[config.mk]
export PLATFORM = sky130hd
export DESIGN_NAME = serial_addsub_flat
export DESIGN_NICKNAME = d
export VERILOG_FILES = /design/src/rtl/serial_addsub_if.sv /design/src/rtl/serial_addsub.sv /design/src/flat_wrapper.sv
export SDC_FILE = /design/constraint.sdc
export NUM_CORES = 1
export LEC_CHECK = 0
export CAP_MARGIN = 5
export CORE_UTILIZATION = 46
export DETAILED_ROUTE_END_ITERATION = 12
export PLACE_DENSITY = 0.8
export SETUP_SLACK_MARGIN = 0.05
export SLEW_MARGIN = 0
export SYNTH_ARGS = -nofsm -noshare
export SYNTH_HDL_FRONTEND = slang
export SYNTH_SLANG_ARGS = --single-unit
export TNS_END_PERCENT = 20
[constraint.sdc]
create_clock -name clk -period 1.3 [get_ports clk]
set_input_delay 0.26 -clock clk [delete_from_list [all_inputs] [get_ports clk]]
set_output_delay 0.26 -clock clk [all_outputs]
set_load 0.02 [all_outputs]
[src/rtl/serial_addsub_if.sv]
// Handshake and operand/result bundle for the serial adder/subtractor.
// The master drives the request side; the slave returns status and result.
interface serial_addsub_if #(
    parameter int WIDTH = 8
);
    logic             start;
    logic             op;
    logic [WIDTH-1:0] A;
    logic [WIDTH-1:0] B;
    logic             Cin;
    logic             ready;
    logic             done;
    logic [WIDTH-1:0] Sum;
    logic             Cout;
    logic             Ovf;

    modport master (
        output start, op, A, B, Cin,
        input  ready, done, Sum, Cout, Ovf
    );

    modport slave (
        input  start, op, A, B, Cin,
        output ready, done, Sum, Cout, Ovf
    );
endinterface

[src/rtl/serial_addsub.sv]
// Multi-cycle adder/subtractor: BITS_PER_CYCLE bits per clock, LSB chunk first,
// registered carry between chunks, start/ready/done handshake.
module serial_addsub #(
    parameter int WIDTH          = 8,
    parameter int BITS_PER_CYCLE = 1
) (
    input logic           clk,
    input logic           rst,
    serial_addsub_if.slave bus
);
    localparam int N  = WIDTH / BITS_PER_CYCLE;
    localparam int CW = (N > 1) ? $clog2(N) : 1;
    localparam int BM = BITS_PER_CYCLE - 1;

    generate
        if (WIDTH < 2 || (WIDTH % BITS_PER_CYCLE) != 0) begin : g_bad_params
            $error("serial_addsub: WIDTH must be >= 2 and divisible by BITS_PER_CYCLE");
        end
    endgenerate

    typedef enum logic {IDLE, RUN} state_t;

    state_t state, state_next;

    logic [WIDTH-1:0]                a_sh;
    logic [WIDTH-1:0]                b_sh;
    logic [WIDTH-1:0]                work;
    logic                            carry;
    logic [CW-1:0]                   k;
    logic [BITS_PER_CYCLE-1:0]       a_chunk;
    logic [BITS_PER_CYCLE-1:0]       b_chunk;
    logic [BITS_PER_CYCLE-1:0]       s_chunk;
    logic                            c_chunk;
    logic                            c_msb;
    logic                            last;
    logic [WIDTH+BITS_PER_CYCLE-1:0] work_cat;

    // Carry into a chunk's top bit is recovered from that bit's sum and operands.
    always_comb begin
        a_chunk            = a_sh[BM:0];
        b_chunk            = b_sh[BM:0];
        {c_chunk, s_chunk} = {1'b0, a_chunk} + {1'b0, b_chunk}
                           + {{BITS_PER_CYCLE{1'b0}}, carry};
        c_msb              = s_chunk[BM] ^ a_chunk[BM] ^ b_chunk[BM];
        work_cat           = {s_chunk, work};
        last               = (k == CW'(N - 1));
    end

    always_ff @(posedge clk or posedge rst) begin
        if (rst) state <= IDLE;
        else     state <= state_next;
    end

    always_comb begin
        state_next = state;
        case (state)
            IDLE: if (bus.start) state_next = RUN;
            RUN:  if (last)      state_next = IDLE;
        endcase
    end

    always_comb begin
        bus.ready = (state == IDLE);
    end

    // op is folded into the latched B and initial carry rather than stored.
    always_ff @(posedge clk or posedge rst) begin
        if (rst) begin
            a_sh     <= '0;
            b_sh     <= '0;
            work     <= '0;
            carry    <= 1'b0;
            k        <= '0;
            bus.Sum  <= '0;
            bus.Cout <= 1'b0;
            bus.Ovf  <= 1'b0;
            bus.done <= 1'b0;
        end else begin
            bus.done <= 1'b0;
            case (state)
                IDLE: begin
                    if (bus.start) begin
                        a_sh  <= bus.A;
                        b_sh  <= bus.op ? ~bus.B : bus.B;
                        carry <= bus.op ? ~bus.Cin : bus.Cin;
                        k     <= '0;
                    end
                end
                RUN: begin
                    a_sh  <= a_sh >> BITS_PER_CYCLE;
                    b_sh  <= b_sh >> BITS_PER_CYCLE;
                    work  <= work_cat[WIDTH+BITS_PER_CYCLE-1:BITS_PER_CYCLE];
                    carry <= c_chunk;
                    k     <= k + CW'(1);
                    if (last) begin
                        bus.Sum  <= work_cat[WIDTH+BITS_PER_CYCLE-1:BITS_PER_CYCLE];
                        bus.Cout <= c_chunk;
                        bus.Ovf  <= c_chunk ^ c_msb;
                        bus.done <= 1'b1;
                    end
                end
            endcase
        end
    end
endmodule

[src/flat_wrapper.sv]
// flat-port wrapper written by rule: the top's interface ports become plain ports
module serial_addsub_flat 
#(
    parameter int WIDTH          = 8,
    parameter int BITS_PER_CYCLE = 1
)
  (clk, rst, bus_start, bus_op, bus_A, bus_B, bus_Cin, bus_ready, bus_done, bus_Sum, bus_Cout, bus_Ovf);
  serial_addsub_if #(.WIDTH(WIDTH)) bus_i ();
  input logic clk;
  input logic rst;
  input wire logic [$bits(bus_i.start)-1:0] bus_start;
  input wire logic [$bits(bus_i.op)-1:0] bus_op;
  input wire logic [$bits(bus_i.A)-1:0] bus_A;
  input wire logic [$bits(bus_i.B)-1:0] bus_B;
  input wire logic [$bits(bus_i.Cin)-1:0] bus_Cin;
  output wire logic [$bits(bus_i.ready)-1:0] bus_ready;
  output wire logic [$bits(bus_i.done)-1:0] bus_done;
  output wire logic [$bits(bus_i.Sum)-1:0] bus_Sum;
  output wire logic [$bits(bus_i.Cout)-1:0] bus_Cout;
  output wire logic [$bits(bus_i.Ovf)-1:0] bus_Ovf;
  assign bus_i.start = bus_start;
  assign bus_i.op = bus_op;
  assign bus_i.A = bus_A;
  assign bus_i.B = bus_B;
  assign bus_i.Cin = bus_Cin;
  assign bus_ready = bus_i.ready;
  assign bus_done = bus_i.done;
  assign bus_Sum = bus_i.Sum;
  assign bus_Cout = bus_i.Cout;
  assign bus_Ovf = bus_i.Ovf;
  serial_addsub #(.WIDTH(WIDTH), .BITS_PER_CYCLE(BITS_PER_CYCLE)) u_core (.clk(clk), .rst(rst), .bus(bus_i));
endmodule
# Yosys cells after proc, flatten, opt, wreduce, memory -nomap -nowiden
# Index checks and enable logic that the tools add are counted.
[op_classes] addsub=3 n_eq_ne=2 n_mux=15 bitwise_logic=6 reduce_logical=1
[op_table] operator="case mux 8 bit (2 select lines)" n=2
[op_table] operator="2-to-1 mux 8 bit" n=3
[op_table] operator="inverter 8 bit" n=1
[op_table] operator="2-to-1 mux 1 bit" n=6
[op_table] operator="case mux 3 bit (2 select lines)" n=1
[op_table] operator="case mux 1 bit (2 select lines)" n=2
[op_table] operator="adder 3 x 1 -> 3 bit (second input constant)" n=1
[op_table] operator="== test 3 bit (second input constant)" n=1
[op_table] operator="2-to-1 mux 3 bit" n=1
[op_table] operator="bitwise XOR 1 bit" n=3
[op_table] operator="adder 1 x 1 -> 2 bit" n=1
[op_table] operator="adder 2 x 1 -> 2 bit" n=1
[op_table] operator="inequality test 2 bit (second input constant)" n=1
[op_table] operator="inverter 1 bit" n=2
[op_table] operator="AND reduction 2 bit" n=1
[word_totals] regBits=40 inputBits=21 elab_cells=37

# Depth between registers and ports, before layout
[logic_depth] word_depth=5 depth_mapped=6 mapped_depth_nobuf=5

# Worst setup path after synthesis
# Ideal clock, no wire load.
[synth_timing] path_type="reg2reg" start="register u_core.carry" end="register u_core.bus.Ovf" setup_time_ns=0.127 arrival_ns=1.285 path_slack_ns=-0.112 stages_incl_launch_ff=5 n_path_buf=0 path_cell_list="dfrtp_1 fa_1 xnor2_1 xnor2_1 o21ai_0"
[synth_between] elab_chain_cells=4
[synth_lines] element="start: declaration" line_no="serial_addsub.sv:28" text="logic carry;"
[synth_lines] element="start signal: assignment" line_no="serial_addsub.sv:85" text="carry <= bus.op ? ~bus.Cin : bus.Cin;"
[synth_lines] element="start signal: assignment" line_no="serial_addsub.sv:93" text="carry <= c_chunk;"
[synth_lines] element="adder 2 x 1 -> 2 bit" line_no="serial_addsub.sv:43" text="+ {{BITS_PER_CYCLE{1'b0}}, carry};"
[synth_lines] element="via u_core.s_chunk" line_no="serial_addsub.sv:32" text="logic [BITS_PER_CYCLE-1:0] s_chunk;"
[synth_lines] element="bitwise XOR 1 bit (2 in a row)" line_no="serial_addsub.sv:44" text="c_msb = s_chunk[BM] ^ a_chunk[BM] ^ b_chunk[BM];"
[synth_lines] element="bitwise XOR 1 bit" line_no="serial_addsub.sv:98" text="bus.Ovf <= c_chunk ^ c_msb;"
[synth_lines] element="end signal: assignment" line_no="serial_addsub.sv:98"
[synth_lines] element="end: declaration" line_no="serial_addsub_if.sv:24" text="output ready, done, Sum, Cout, Ovf"
# The timed path passes the listed nets, and every way through them passes these cells.
# A chain may end at the register's enable or synchronous reset.

# Worst setup path after layout
# Same ends and word-level chain as after synthesis.

==> impl_metrics.ini <==
[placement]
globalplace.congestion = 0.723
dp_hpwl_um = 2210
portBuffers = 32
dp_cells = 227

[sta]
period_share = 1.11
max_slew.worst_pin.slew_ns = 0.229
hold_viol = 0
rsz0062_at_grt = true
fin_crit_ns = 1.45
maxSlewViolCount = 0
holdWs_ns = 0.325
max_freq_mhz = 691
setup_viol = 6
skew_ns = 0.00760
timing.slew.headroom = 0.847
fin_ws_ns = -0.148
fin_tns_setup_ns = -0.404

[power_and_ir_drop]
power_leakage_nw = 1.15
vdd_ir_drop_max_mv = 0.930
p_total_mw = 5.38
powerDensity_nw_per_um2 = 2280

[synthesis]
synth_top_area_frac = 0.549
synth_cell_types = 20
synth.avg_cell_area_um2 = 12.4
synth_top_family_by_area = multiplexers
synth_compound_gate_area_share = 0.0598
muxShareOfSynthArea = 0.206
yosysSeqAreaShare = 0.549
synth_warnings = 0
synth.cell_area_um2 = 1780
yosys_register_bits = 39
synth_fa_ha_area_frac = 0.0253
syn_inst = 143
synth_xor_xnor_area_share = 0.0591
yosys.area.top_type = dfrtp_1
yosys.area_share.simple = 0.0556
syn-num-nets = 167
synthTopCellsByArea = dfrtp_1, mux2i_1, mux2_4

[clocking]
cts_buffer_depth = 2
root_buffer = clkbuf_8
holdBufCountCts = 0
cts_made_buffers = 5
cts_max_level = 2
numClockSinks = 39
clk_pin_slew_ns = 0.08
cts_tree = done
clkLatencyLatePin_ns = 0.29

[floorplanning]
die-area_um2 = 4120
io_pins = 33
coreArea_um2 = 3690
initial_core_util = 0.482
die-width_um = 64.2
die_y_um = 64.2
row_count = 22

[cells_and_area]
layout.nets = 213
fin_util = 0.639
instances_no_fill = 238
area_growth_pct = 32.5
layout_commonest_cell = dfrtp_1
drive_gt1_frac = 0.295
fillers = 304
final_cell_mix = dfrtp_1, clkdlybuf4s50_1, nand2_1
n_antenna_cell = 0

[critical_path]
r2r_start = u_core.carry
worst_setup_path_end_kind = flop
path_class = flop to flop
reg2reg_to = u_core.bus.Ovf
arrival_ns = 1.63
path_max_fanout = 2
worst_setup_path_start_kind = flop
r2r_cells = 4
regToRegSetupSlack_ns = -0.15
cpMaxStageDelayCell = fa_2
crit_required_ns = 1.49
path_cells = fa_2 > xnor2_2 > xnor2_1 > o21ai_1
cpPeakStageDelay_ns = 0.61

[detailed_routing]
wirelength_um = 3140
vias_per_cell = 4.95
drt_first_iter_violations = 48
drt_first_pass_iters = 4
drc = 0
vias = 1177
wl_per_cell_um = 13.2
antenna_left = 0

[job]
max_cap_viol_count = 0

[global_route]
grt_start_max_net_pins = 40
grt_pass1_vias = 1220
grt_pass1_wl_um = 5410
globalRouteTotalUtil = 0.175
grt_overflow_total = 0
grt_antenna_before_repair = 0

[worst_hold_path]
hp-class = input pin to asynchronous set/reset pin

[run_status]
outcome = complete, but fails checks
violations = negative setup slack
## through the flow
stage	worst slack, ns	cell area (um2)
2_1_floorplan	-0.111	1800
3_3_place_gp	-0.121	2230
3_5_place_dp	-0.160	2230
4_1_cts	-0.162	2350
5_1_grt	-0.193	2360
6_report	-0.148	2360
## state kept, by name, summed over array words and instances (netlist names)
signal           cells
u_core.a_sh          8
u_core.b_sh          8
u_core.bus.Cout      1
u_core.bus.Ovf       1
u_core.bus.Sum       8
u_core.bus.done      1
u_core.carry         1
u_core.k             3
u_core.state         1
u_core.work          7
## worst max-delay path, delay by kind of cell (launching register included)
| kind | cells | cell delay [ns] |
|---|---|---|
| adder cells (fa/ha/maj) | 1 | 0.61 |
| AO/OA/AOI/OAI | 1 | 0.07 |
| XOR/XNOR | 2 | 0.25 |
| flip-flops | 1 | 0.40 |
## Yosys cell counts
master    instances
a211oi_1          1
mux2_2            9
mux2i_1          16
buf_4             4
clkbuf_1          1
dfrtp_1          39
fa_1              1
buf_6             2
inv_1             4
nand3_1           1
xnor2_1           4
mux2_4            7
ha_1              2
xor2_1            8
o21ai_0          18
a22o_1            1
buf_2             2
nand2_4           1
nand2_1          18
nor2_1            4
## kinds of logic after synthesis
kind of cell	count (synthesis)
compound gates	20
xor+xnor	12
fa+ha+maj	3
buf+inv	13
flops	39
mux	32
simple gates	24
## per-layer routing
layer / vias up / wire, um / global-route usage
li1: 575 / - / -
met1: 567 / 1380 / 0.202
met2: 30 / 1580 / 0.310
met3: 5 / 137 / 0.0375
met4: 0 / 45 / 0.0750
met5: - / 0 / 0
## power breakdown
| group | switching, mW | internal [mW] | leakage, nW |
|---|---|---|---|
| clock | 0.431 | 0.571 | 0.0581 |
| combinational | 1.09 | 1.23 | 0.596 |
| sequential | 0.323 | 1.74 | 0.500 |
## worst max path at each step
| stage | from | end | slack, ns | cells after the start |
|---|---|---|---|---|
| floorplan | u_core.carry | u_core.bus.Ovf | -0.11 | 4 |
| detailed placement | u_core.carry | u_core.bus.Ovf | -0.16 | 4 |
| CTS | u_core.a_sh[0] | u_core.bus.Ovf | -0.16 | 4 |
| global placement | u_core.carry | u_core.bus.Ovf | -0.12 | 4 |
| global route | u_core.carry | u_core.bus.Ovf | -0.19 | 4 |
| finish | u_core.carry | u_core.bus.Ovf | -0.15 | 4 |
## cell type report
type | instances | area, um2 | area share
clock buffer | 5 | 68.8 | 0.0292
clock inverter | 3 | 43.8 | 0.0186
timing repair buffer | 47 | 412 | 0.175
tap | 48 | 60.1 | 0.0255
inverter | 4 | 15.0 | 0.00637
multi-input combinational | 92 | 782 | 0.332
sequential | 39 | 976 | 0.414
## repair_timing
| action | in CTS | in global routing |
|---|---|---|
| gates resized for setup | 26 | 17 |
| endpoints found under the setup margin | 23 | 30 |
| cloned | 0 | 1 |
| buffers inserted | 0 | 2 |
| pin swaps | 1 | 3 |
No activity file was read; power rests on OpenSTA's default activity.
